==> src/rtl/frame_scan_reader.sv <==
// Frame buffer read master: snapshot handshake, raster scan, valid/ready pixel stream.
// Define FSR_GRAY_EN to convert RGB565 pixels to gray-level RGB565 on load.
module frame_scan_reader #(
  parameter int IMG_W   = 256,
  parameter int IMG_H   = 256,
  parameter int ADDR_W  = 16,
  parameter int DATA_W  = 16,
  parameter int TIMEOUT = 8
) (
  input  logic              r_clk,
  input  logic              rst,
  input  logic              frame_start,
  output logic              r_rd,
  input  logic              r_done,
  output logic [ADDR_W-1:0] r_addr,
  input  logic [DATA_W-1:0] r_data,
  output logic [DATA_W-1:0] px_data,
  output logic              px_valid,
  input  logic              px_ready,
  output logic              px_sof,
  output logic              px_eol,
  output logic              px_eof,
  output logic              busy,
  output logic              err_timeout
);

  localparam int NPIX = IMG_W * IMG_H;
  localparam int XW   = (IMG_W > 1) ? $clog2(IMG_W) : 1;
  localparam int TW   = $clog2(TIMEOUT + 1);

  typedef enum logic [2:0] {
    S_IDLE, S_REQ, S_COPY, S_SCAN, S_GAP
  } state_t;

  typedef struct packed {
    logic              sof;
    logic              eol;
    logic              eof;
    logic [DATA_W-1:0] d;
  } ent_t;

  state_t            st_q, st_d;
  logic [TW-1:0]     tc_q, tc_d;
  logic              err_q, err_d;
  logic [ADDR_W-1:0] addr_q, addr_d;
  logic [XW-1:0]     x_q, x_d;
  logic              idone_q, idone_d;
  logic              infl_q, infl_d;
  logic [2:0]        tag_q, tag_d;
  logic [1:0]        cnt_q, cnt_d;
  ent_t              e0_q, e0_d;
  ent_t              e1_q, e1_d;

  logic       pop, issue, last_a, eol_a;
  logic [1:0] occ;
  ent_t       new_e;

  function automatic logic [DATA_W-1:0] to_px(input logic [DATA_W-1:0] d);
`ifdef FSR_GRAY_EN
    logic [7:0]  r8, g8, b8;
    logic [15:0] y;
    r8 = {d[15:11], d[15:13]};
    g8 = {d[10:5], d[10:9]};
    b8 = {d[4:0], d[4:2]};
    y  = (16'd77 * {8'd0, r8} + 16'd150 * {8'd0, g8}
        + 16'd29 * {8'd0, b8}) >> 8;
    return DATA_W'({y[7:3], y[7:2], y[7:3]});
`else
    return d;
`endif
  endfunction

  assign pop    = (cnt_q != 2'd0) && px_ready;
  // Count the slot freed by this cycle's pop so full rate is sustained.
  assign occ    = cnt_q - {1'b0, pop} + {1'b0, infl_q};
  assign issue  = (st_q == S_SCAN) && !idone_q && (occ < 2'd2);
  assign last_a = addr_q == ADDR_W'(NPIX - 1);
  assign eol_a  = x_q == XW'(IMG_W - 1);

  assign new_e.sof = tag_q[2];
  assign new_e.eol = tag_q[1];
  assign new_e.eof = tag_q[0];
  assign new_e.d   = to_px(r_data);

  always_comb begin
    st_d  = st_q;
    tc_d  = tc_q;
    err_d = err_q;
    unique case (st_q)
      S_IDLE: if (frame_start) begin
        st_d = S_REQ;
        tc_d = '0;
      end
      S_REQ: if (!r_done) begin
        st_d = S_COPY;
      end else if (tc_q == TW'(TIMEOUT - 1)) begin
        st_d  = S_GAP;
        err_d = 1'b1;
        tc_d  = '0;
      end else begin
        tc_d = tc_q + 1'b1;
      end
      S_COPY: if (r_done) st_d = S_SCAN;
      S_SCAN: if (pop && e0_q.eof) begin
        st_d = S_GAP;
        tc_d = '0;
      end
      S_GAP: if (tc_q == TW'(1)) st_d = S_IDLE;
             else tc_d = tc_q + 1'b1;
      default: st_d = S_IDLE;
    endcase
  end

  always_comb begin
    addr_d  = addr_q;
    x_d     = x_q;
    idone_d = idone_q;
    infl_d  = issue;
    tag_d   = {addr_q == '0, eol_a, last_a};
    if (st_q != S_SCAN) begin
      addr_d  = '0;
      x_d     = '0;
      idone_d = 1'b0;
    end else if (issue) begin
      if (last_a) begin
        idone_d = 1'b1;
      end else begin
        addr_d = addr_q + 1'b1;
        x_d    = eol_a ? '0 : x_q + 1'b1;
      end
    end
  end

  always_comb begin
    cnt_d = cnt_q;
    e0_d  = e0_q;
    e1_d  = e1_q;
    if (pop) begin
      e0_d  = e1_q;
      cnt_d = cnt_q - 2'd1;
    end
    if (infl_q) begin
      if (cnt_d == 2'd0) e0_d = new_e;
      else               e1_d = new_e;
      cnt_d = cnt_d + 2'd1;
    end
  end

  always_ff @(posedge r_clk) begin
    if (rst) begin
      st_q    <= S_IDLE;
      tc_q    <= '0;
      err_q   <= 1'b0;
      addr_q  <= '0;
      x_q     <= '0;
      idone_q <= 1'b0;
      infl_q  <= 1'b0;
      tag_q   <= '0;
      cnt_q   <= '0;
      e0_q    <= '0;
      e1_q    <= '0;
    end else begin
      st_q    <= st_d;
      tc_q    <= tc_d;
      err_q   <= err_d;
      addr_q  <= addr_d;
      x_q     <= x_d;
      idone_q <= idone_d;
      infl_q  <= infl_d;
      tag_q   <= tag_d;
      cnt_q   <= cnt_d;
      e0_q    <= e0_d;
      e1_q    <= e1_d;
    end
  end

  assign r_rd        = (st_q == S_REQ) || (st_q == S_COPY);
  assign busy        = st_q != S_IDLE;
  assign err_timeout = err_q;
  assign r_addr      = addr_q;
  assign px_valid    = cnt_q != 2'd0;
  assign px_data     = e0_q.d;
  assign px_sof      = px_valid && e0_q.sof;
  assign px_eol      = px_valid && e0_q.eol;
  assign px_eof      = px_valid && e0_q.eof;

endmodule

==> config.mk <==
export PLATFORM = sky130hd
export DESIGN_NAME = frame_scan_reader
export DESIGN_NICKNAME = d
export VERILOG_FILES = /design/src/rtl/frame_scan_reader.sv
export SDC_FILE = /design/constraint.sdc
export NUM_CORES = 1
export LEC_CHECK = 0
export BUFFER_PORTS_ARGS = -buffer_cell sky130_fd_sc_hd__clkbuf_2
export CAP_MARGIN = 20
export CORE_UTILIZATION = 25
export DETAILED_ROUTE_END_ITERATION = 12
export GPL_ROUTABILITY_DRIVEN = 0
export HOLD_SLACK_MARGIN = 0.06
export PLACE_DENSITY = 0.49
export SLEW_MARGIN = 5
export SYNTH_ARGS = -nofsm -noshare
export SYNTH_HDL_FRONTEND = slang
export SYNTH_SLANG_ARGS = --single-unit
==> constraint.sdc <==
create_clock -name r_clk -period 2.6 [get_ports r_clk]
set_input_delay 0 -clock r_clk [delete_from_list [all_inputs] [get_ports r_clk]]
set_output_delay 0 -clock r_clk [all_outputs]
set_load 0.01 [all_outputs]
* Yosys cells after proc, flatten, opt, wreduce, memory -nomap -nowiden
Index checks and enable logic that the tools add are counted.
Word-level totals: flip-flop bits (word level) 77, bits of input ports 21, output and inout port bits 39, word-level logic and storage cells 84
Cells by class: add/sub/neg operators 7, magnitude comparators 1, eq/ne operators 16, multiplexer cells 19, bitwise logic cells 2, reduce and logical (&&, ||, !) cells 22
Operators by type and width (count):
- 19-bit 2-to-1 mux | 3
- 4-bit 2-to-1 mux | 5
- 3-bit 2-to-1 mux | 6
- 16-bit by 1-bit adder with 16-bit output, second input constant | 1
- 16-bit == test, second input constant | 1
- 16-bit logical NOT | 1
- 4-bit one-hot mux with 4 select lines | 1
- 3-bit one-hot mux with 5 select lines | 1
- 2-bit inequality test, second input constant | 5
- 5-bit AND reduction | 2
- 8-bit by 1-bit adder with 8-bit output, second input constant | 1
- 8-bit == test, second input constant | 1
- 8-bit 2-to-1 mux | 1
- 1-bit logical AND | 7
- 3-bit by 2-bit == test with 1-bit output, second input constant | 2
- 2-bit AND reduction | 3
- 4-bit by 1-bit adder with 4-bit output, second input constant | 1
- 4-bit by 1-bit == test with 1-bit output, second input constant | 1
- 4-bit by 3-bit == test with 1-bit output, second input constant | 1
- 2-bit 2-to-1 mux | 2
- 4-bit nonzero test | 1
- 3-bit by 1-bit == test with 1-bit output, second input constant | 1
- 3-bit == test, second input constant | 1
- 3-bit logical NOT | 1
- other kinds (16) | 17

* Depth between registers and ports, before layout
Gate-level depths: netlist of the first run.
word-level depth 7, depth in mapped cells 15, depth with buffers taken out 13

* Worst setup path before layout of the first run
No wires, ideal clock.
kind register to register, from register cnt_q[0], to register x_q[4], arrival 2.687 ns, slack -0.214 ns, stages on the path, launching flop included 16, cell sequence dfxtp_1 -> inv_1 -> ha_1 -> inv_1 -> nand2_1 -> buf_2 -> inv_1 -> ha_1 -> inv_1 -> ha_1 -> xor3_1 -> or3_1 -> buf_6 -> nor4b_2 -> xnor2_1 -> nor2_1
On the way: cells in the longest elaborated chain, start to end 7
RTL lines:
- from (decl) | line 50 | logic [1:0] cnt_q, cnt_d;
- from (signal assigned) | line 171 | cnt_q <= cnt_d;
- 2-bit nonzero test
- via px_valid | line 18 | output logic px_valid,
- 1-bit logical AND | line 73 | assign pop = (cnt_q != 2'd0) && px_ready;
- 2-bit by 1-bit subtractor with 2-bit output | line 75 | assign occ = cnt_q - {1'b0, pop} + {1'b0, infl_q};
- 2-bit by 1-bit adder with 2-bit output | line 75
- 2-bit < comparator | line 76 | assign issue = (st_q == S_SCAN) && !idone_q && (occ < 2'd2);
- 1-bit logical AND | line 76
- 2-bit AND reduction (no source line)
- to (signal assigned) | line 155 | x_q <= '0;
- to (signal assigned) | line 167 | x_q <= x_d;
- to (decl) | line 46 | logic [XW-1:0] x_q, x_d;
The timed path passes the listed nets, and every way through them passes these cells. A chain may end at the register's enable or synchronous reset.

* Final worst setup path of the first run
from register cnt_q[0], to register addr_q[15] (netlist: r_addr[15])
On the way: cells in the longest elaborated chain, start to end 7
RTL lines:
- 2-bit nonzero test | line 73
- 1-bit logical AND | line 73
- 2-bit by 1-bit subtractor with 2-bit output (*) | line 75
- 2-bit by 1-bit adder with 2-bit output (*) | line 75
- 2-bit < comparator (*) | line 76
- 1-bit logical AND (*) | line 76
- 2-bit AND reduction (no source line) (*)
- to (signal assigned) | line 166 | addr_q <= addr_d;
- to (decl) | line 45 | logic [ADDR_W-1:0] addr_q, addr_d;
Mark *: on every way between the ends. The rest lies on a longest branch, timed or not.

==> results of run 1 <==
power by group through the flow:
stage                     Sequential, W  Clock (W)  Combinational [W]
after floorplan                 0.00129          0           0.000716
after global placement          0.00134          0           0.000820
after detailed placement        0.00134          0           0.000842
after CTS                       0.00132    0.00120           0.000869
after global routing            0.00133    0.00125           0.000985
final                           0.00132    0.00115           0.000880
path summary, 6_finish.rpt:
check                       endpoint  slack (ns)  cells after the start
max          r_addr[15]$_SDFFE_PP0P_        0.13                     14
min reg2reg     e1_q[5]$_SDFFE_PP0P_        0.45                      2
min             st_q[1]$_SDFFE_PP0P_        0.16                      3
max reg2reg  r_addr[15]$_SDFFE_PP0P_        0.13                     14
layer usage:
layer  global-route usage, %  part of all wire (%)
met2                    19.0                    44
met1                    15.5                    49
met5                       0                     0
met4                    5.13                   1.7
met3                    3.39                   5.2
cells in the mapped netlist, types with 5 or more instances:
library cell and number:
inv_1 12, buf_2 6, xnor2_1 18, nand4_1 8
nand3_1 13, nand2b_1 5, mux2i_1 20, dfxtp_1 77
nor4_1 5, nor2b_1 8, nand2_1 53, nor4_2 7
a21oi_1 32, clkbuf_1 15, a211oi_1 22, ha_1 9
buf_4 17, nor2_1 58, nor3_1 7
cells in the final DEF (no fill, tap or decap), types with 2 or more instances in the layout:
master and n:
buf_4 10, clkbuf_16 9, o21ai_0 3, inv_2 5
dfxtp_1 76, nor4b_4 2, nor3_1 7, clkinv_2 2
nor2_1 57, nor4_4 6, nor2b_1 8, nor4_1 5
a21oi_1 32, and3_1 3, and4_1 3, inv_1 7
dlygate4sd3_1 18, nand2_1 52, a31oi_1 2, or3_1 2
mux2i_1 20, o221ai_1 2, clkbuf_2 59, nor3b_1 3
nand4_1 8, xnor2_1 18, nand3_1 13, a211oi_1 21
nand2b_1 5, ha_1 6, or3b_2 2, nand3b_1 3
ha_4 3
state kept, by name (all words and copies together) (netlist names):
| register | flops |
|---|---|
| cnt_q | 2 |
| err_timeout | 1 |
| st_q | 3 |
| infl_q | 1 |
| idone_q | 1 |
| e1_q | 19 |
| e0_q | 3 |
| r_addr | 16 |
| px_data | 16 |
| tc_q | 4 |
| tag_q | 3 |
| x_q | 8 |
stage by stage:
| step | worst slack (ns) | utilization (%) |
|---|---|---|
| finish | 0.127 | 32.2 |
| global route | 0.0212 | 32.2 |
| CTS | 0.0144 | 31.9 |
| detailed placement | 0.0213 | 28.8 |
| global placement | 0.0922 | 28.8 |
| floorplan | 0.00865 | - |
tightest hold or removal path: cells and delay by family:
family / cells / cell delay [ns]
AOI/OAI and AO/OA: 1 / 0.20
and+or+nand+nor: 1 / 0.16
buffers and inverters: 1 / 0.10
area by class of cell:
type	instances	area (um2)
sequential	77	1540
clock inverter	4	26.3
multi-input combinational	305	2030
tap	184	230
clock buffer	10	239
inverter	12	45.0
timing repair buffer	88	571
fill	1537	9850
cell families after synthesis:
logic type	after synthesis
mux	20
fa+ha+maj	9
compound gates	67
flops	77
buf+inv	52
simple gates	189
xor+xnor	20
repair_timing:
item | CTS | global route
hold buffers | 18 | 0
endpoints found under the setup margin | 0 | 23
gates resized for setup | 0 | 11
hold endpoints to repair | 34 | 0
==> flow_summary_export.csv, run 1 <==
group,metric,value,unit
power_and_ir_drop,p_comb_share,26.2,%
sta,clock-skew-final,0.00675,ns
global_route,grt_antenna_before_repair,0,
yosys,ys_types,46,
clock_tree,clockRootBuffer,"clkbuf_16",
routing,routed_wirelength,8.65,mm
yosys,synthAdderAreaFrac,3.02,%
sta,setup_violations,0,
power_and_ir_drop,p_switching,0.00104,W
global_route,grt_pass1_wl,14.3,mm
clock_tree,cts_made_buffers,9,
routing,detail-route-antenna-nets,0,
yosys,ys_async_sr_fraction,0,%
yosys,syn_area,3720,um2
min_path,min_path_type,"primary input to register",
setup_path,worstPathCellList,"inv_2 -> ha_4 -> inv_2 -> nand2_2 -> inv_2 -> ha_4 -> inv_2 -> ha_4 -> xor3_1 -> or3_4 -> buf_12 -> nor4b_4 -> xnor2_1 -> nor2_1",
clock_tree,cts_setup_buffers,0,
routing,viasPerCell,4.67,
power_and_ir_drop,p_total,0.00335,W
sta,finalHoldViolCount,0,
clock_tree,cts_tree,"built",
floorplan,num_rows,44,
yosys,synth-seq-cells,77,
yosys,post_synth.cell_area_avg,8.58,um2
routing,drtIter0Drc,151,
yosys,synth-edff-count,0,
finish,diodes,0,
yosys,synth_top_family_by_area,"simple AND/OR/NAND/NOR gates",
outcome,status,"complete, no violations",
power_and_ir_drop,clockPowerShare,34.3,%
routing,drc,0,
yosys,synth_compound_area_share,11.4,%
setup_path,arrival,2.69,ns
finish,stdcell_area,4680,um2
power_and_ir_drop,seqPwrFrac,39.5,%
setup_path,path_class,"register to register",
placement,dpl-instance-area,4190,um2
setup_path,rr_startpoint,"cnt_q[0]$_SDFF_PP0_",
setup_path,critPathSlowestCell,"or3_4",
clock_tree,clk_pin_slew_worst_paths,0.06,ns
floorplan,num_io_pins,60,
sta,worst_pin_slew,0.634,ns
floorplan,die_h,124,um
routing,drt-wirelength-per-cell,12.7,um
yosys,synthFlopType,"dfxtp_1",
sta,slew-limit-headroom,57.8,%
power_and_ir_drop,internal_power,0.00232,W
finish,area_delta_synth_final,25.7,%
floorplan,die-area,15400,um2
setup_path,cp_top_family,"simple AND/OR/NAND/NOR gates",
job,maxCapViolations,0,
sta,rsz0062_at_grt,"false",
sta,clock.fmax,404,MHz
placement,port_buffers,59,
sta,slew_violations,0,
setup_path,crit_buf_inv,5,
min_path,hold_path_startpoint,"px_ready",
routing,vias,3174,
setup_path,required,2.82,ns
yosys,ys_warn_count,0,
setup_path,critical-path-max-stage-delay,0.35,ns
finish,nets,523,
clock_tree,clockBufferDepth,2,
placement,dp_hpwl,5.69,mm
yosys,synthMuxAreaShare,5.38,%
yosys,ys_seq_area_share,41.4,%
floorplan,core-area,14500,um2
yosys,syn-instance-count,434,
clock_tree,htree_levels,3,
floorplan,start_util,25.6,%
sta,period_minus_slack,2.47,ns
clock_tree,cts.sink_count,77,
power_and_ir_drop,power_density,716,nW/um2
sta,setup_tns,0,ns
routing,dr.pass1.iters,4,
sta,whs,0.157,ns
power_and_ir_drop,p_leak,1.75,nW
floorplan,die_x,124,um
yosys,synthTopCellsByArea,"dfxtp_1, nor2_1, mux2i_1",
setup_path,cpMostUsedCell,"inv_2",
yosys,synth_top_cell_by_area,"dfxtp_1",
setup_path,cp-end-kind,"register",
power_and_ir_drop,ir_drop,0.319,mV
yosys,synth_top_area_share,41.4,%
placement,placed_cells,648,
global_route,grt_pass1_vias,2902,
yosys,synth_xor_area_share,5.11,%
yosys,synth-simple-area-share,26.4,%
setup_path,crit_path_max_fanout,20,
yosys,syn_nets,464,
global_route,grt_overflow_total,0,
setup_path,setup.worst_path.start_class,"register",
sta,period_share,95.1,%
finish,drive_gt1_share,22.4,%
clock_tree,clock_latency,0.34,ns
global_route,grt_use_total,12.1,%
power_and_ir_drop,p_sw_share,30.9,%
global_route,grt_max_degree,53,
setup_path,crit_path_start,"cnt_q[0]$_SDFF_PP0_",
finish,final-instance-count-excl-fill,680,
Power figures use the tool's default switching activity.
==> run 2: changes to the inputs <==
BUFFER_PORTS_ARGS = not set   (was -buffer_cell sky130_fd_sc_hd__clkbuf_2)
CAP_MARGIN = not set   (was 20)
DONT_BUFFER_PORTS = 1   (was not set)
PLACE_DENSITY = 0.44   (was 0.49)
clock period = 2.3 ns   (was 2.6 ns; I/O delays follow)
==> flow_summary_export.csv, run 2 (synthesis results as in run 1) <==
group,metric,value,unit
routing,drt-wirelength-per-cell,13.7,um
sta,finalHoldViolCount,0,
routing,routed_wirelength,8.73,mm
power_and_ir_drop,p_total,0.00415,W
finish,layout_common_cells,"dfxtp_1, nor2_1, nand2_1",
floorplan,num_rows,44,
power_and_ir_drop,ir_drop,0.386,mV
setup_path,cp-end-kind,"register",
setup_path,arrival,2.65,ns
finish,nets,480,
setup_path,critPathCapture,"r_addr[13]$_SDFFE_PP0P_",
clock_tree,cts_made_buffers,9,
setup_path,crit_path_start,"cnt_q[1]$_SDFF_PP0_",
min_path,min_path_type,"primary input to register",
routing,viasPerCell,4.69,
setup_path,crit_path_max_fanout,20,
outcome,violations,"negative setup slack",
setup_path,setup.worst_path.start_class,"register",
sta,fin_ws,-0.118,ns
sta,clock.fmax,414,MHz
sta,slew_violations,0,
finish,area_delta_synth_final,25.9,%
finish,final_common_cell,"dfxtp_1",
setup_path,worstRegToRegCells,14,
sta,clock-skew-final,0.00669,ns
setup_path,required,2.53,ns
setup_path,rr_startpoint,"cnt_q[1]$_SDFF_PP0_",
floorplan,num_io_pins,60,
finish,stdcell_area,4690,um2
placement,dp_hpwl,5.98,mm
finish,num-fill-cells,1512,
clock_tree,cts.sink_count,77,
global_route,grt_use_total,12.3,%
global_route,grt_antenna_before_repair,0,
outcome,status,"complete, but fails checks",
floorplan,die_h,124,um
setup_path,rrSetupSlack,-0.12,ns
finish,top_register,"e1_q",
sta,rsz0062_at_grt,"true",
routing,drc,0,
routing,drtIter0Drc,93,
job,maxCapViolations,0,
floorplan,die-area,15400,um2
clock_tree,clk_pin_slew_worst_paths,0.06,ns
sta,period_minus_slack,2.42,ns
power_and_ir_drop,power_density,886,nW/um2
global_route,grt_max_degree,54,
finish,drive_gt1_share,16.7,%
setup_path,path_class,"register to register",
sta,setup_violations,18,
finish,diodes,0,
clock_tree,clockBufferDepth,2,
placement,dpl-instance-area,4100,um2
sta,period_share,105,%
finish,largest_reg_flops,19,
floorplan,core-area,14500,um2
routing,detail-route-antenna-nets,0,
sta,whs,0.160,ns
sta,worst_pin_slew,0.516,ns
floorplan,die_x,124,um
routing,dr.pass1.iters,4,
power_and_ir_drop,p_leak,1.63,nW
setup_path,r2r_end,"r_addr[13]$_SDFFE_PP0P_",
clock_tree,clock_latency,0.34,ns
global_route,grt_pass1_vias,2999,
placement,place_ws,-0.139,ns
routing,vias,2996,
clock_tree,cts_setup_buffers,0,
clock_tree,cts_tree,"built",
global_route,grt_overflow_total,0,
clock_tree,clockRootBuffer,"clkbuf_16",
floorplan,start_util,25.6,%
clock_tree,htree_levels,3,
sta,slew-limit-headroom,65.5,%
placement,port_buffers,0,
global_route,grt_pass1_wl,14.3,mm
## run 2: cell count changes in the layout (fill, tap and decap cells not counted), sizes merged
| cell | delta |
|---|---|
| buf | +15 |
| bufinv | +2 |
| clkbuf | -59 |
| clkinv | -1 |
| dlygate4sd3 | +1 |
| inv | +1 |
## run 2: cell type report
cell class | count | area (um2) | share of cell area, %
Sequential cell | 77 | 1540 | 32.9
Timing Repair Buffer | 45 | 455 | 9.71
Clock inverter | 6 | 93.8 | 2.00
Multi-Input combinational cell | 305 | 2080 | 44.3
Tap cell | 184 | 230 | 4.91
Inverter | 12 | 50.0 | 1.07
Clock buffer | 10 | 239 | 5.10
## run 2: how the worst min path moves through the flow
stage | start | end | cells after the start
6_report | r_done | st_q[2]$_SDFFE_PP0P_ | 4
5_1_grt | r_done | st_q[2]$_SDFFE_PP0P_ | 3
4_1_cts | r_done | st_q[2]$_SDFFE_PP0P_ | 4
3_5_place_dp | rst | infl_q$_SDFF_PP0_ | 1
3_3_place_gp | rst | tc_q[0]$_SDFFE_PP0P_ | 1
2_1_floorplan | r_data[0] | e1_q[0]$_SDFFE_PP0P_ | 2
## run 2: layer usage
metal	vias up	global-route usage (%)	wire (um)
met4	0	3.94	94
met2	68	20.8	4160
met3	10	5.13	505
met1	1401	13.8	3980
li1	1517	-	-
met5	-	0	0
## run 2: through the flow
step           std cells  setup TNS (ns)  utilization (%)
6_report             639           -1.03             32.3
5_1_grt              639           -3.74             32.3
4_1_cts              639           -1.15             32.1
3_5_place_dp         603           -1.39             28.2
3_3_place_gp         603          -0.675             28.2
2_1_floorplan        434           -3.26                -
## run 2: worst max-delay path: stages (launching register included)
cell and delay [ns]:
dfxtp_2 0.32, inv_2 0.06, ha_4 0.14, inv_4 0.04, nand2_4 0.06, inv_4 0.03, ha_4 0.26, inv_2 0.04
ha_4 0.14, xor3_1 0.20, or3_4 0.35, buf_12 0.18, nor4_4 0.28, xnor2_1 0.15, nor2_1 0.05
## run 2: report_power, final
part,internal [W],total [W],switching [W]
Combinational,0.000528,0.00109,0.000566
Clock,0.000988,0.00158,0.000597
Sequential,0.00140,0.00148,0.0000739
## run 2: timing repair
| item | 4_1_cts | 5_1_grt |
|---|---|---|
| endpoints found under the hold margin | 53 | 0 |
| pin swaps | 0 | 1 |
| hold buffers | 20 | 0 |
| gates resized for setup | 4 | 2 |
| setup endpoints to repair | 20 | 24 |
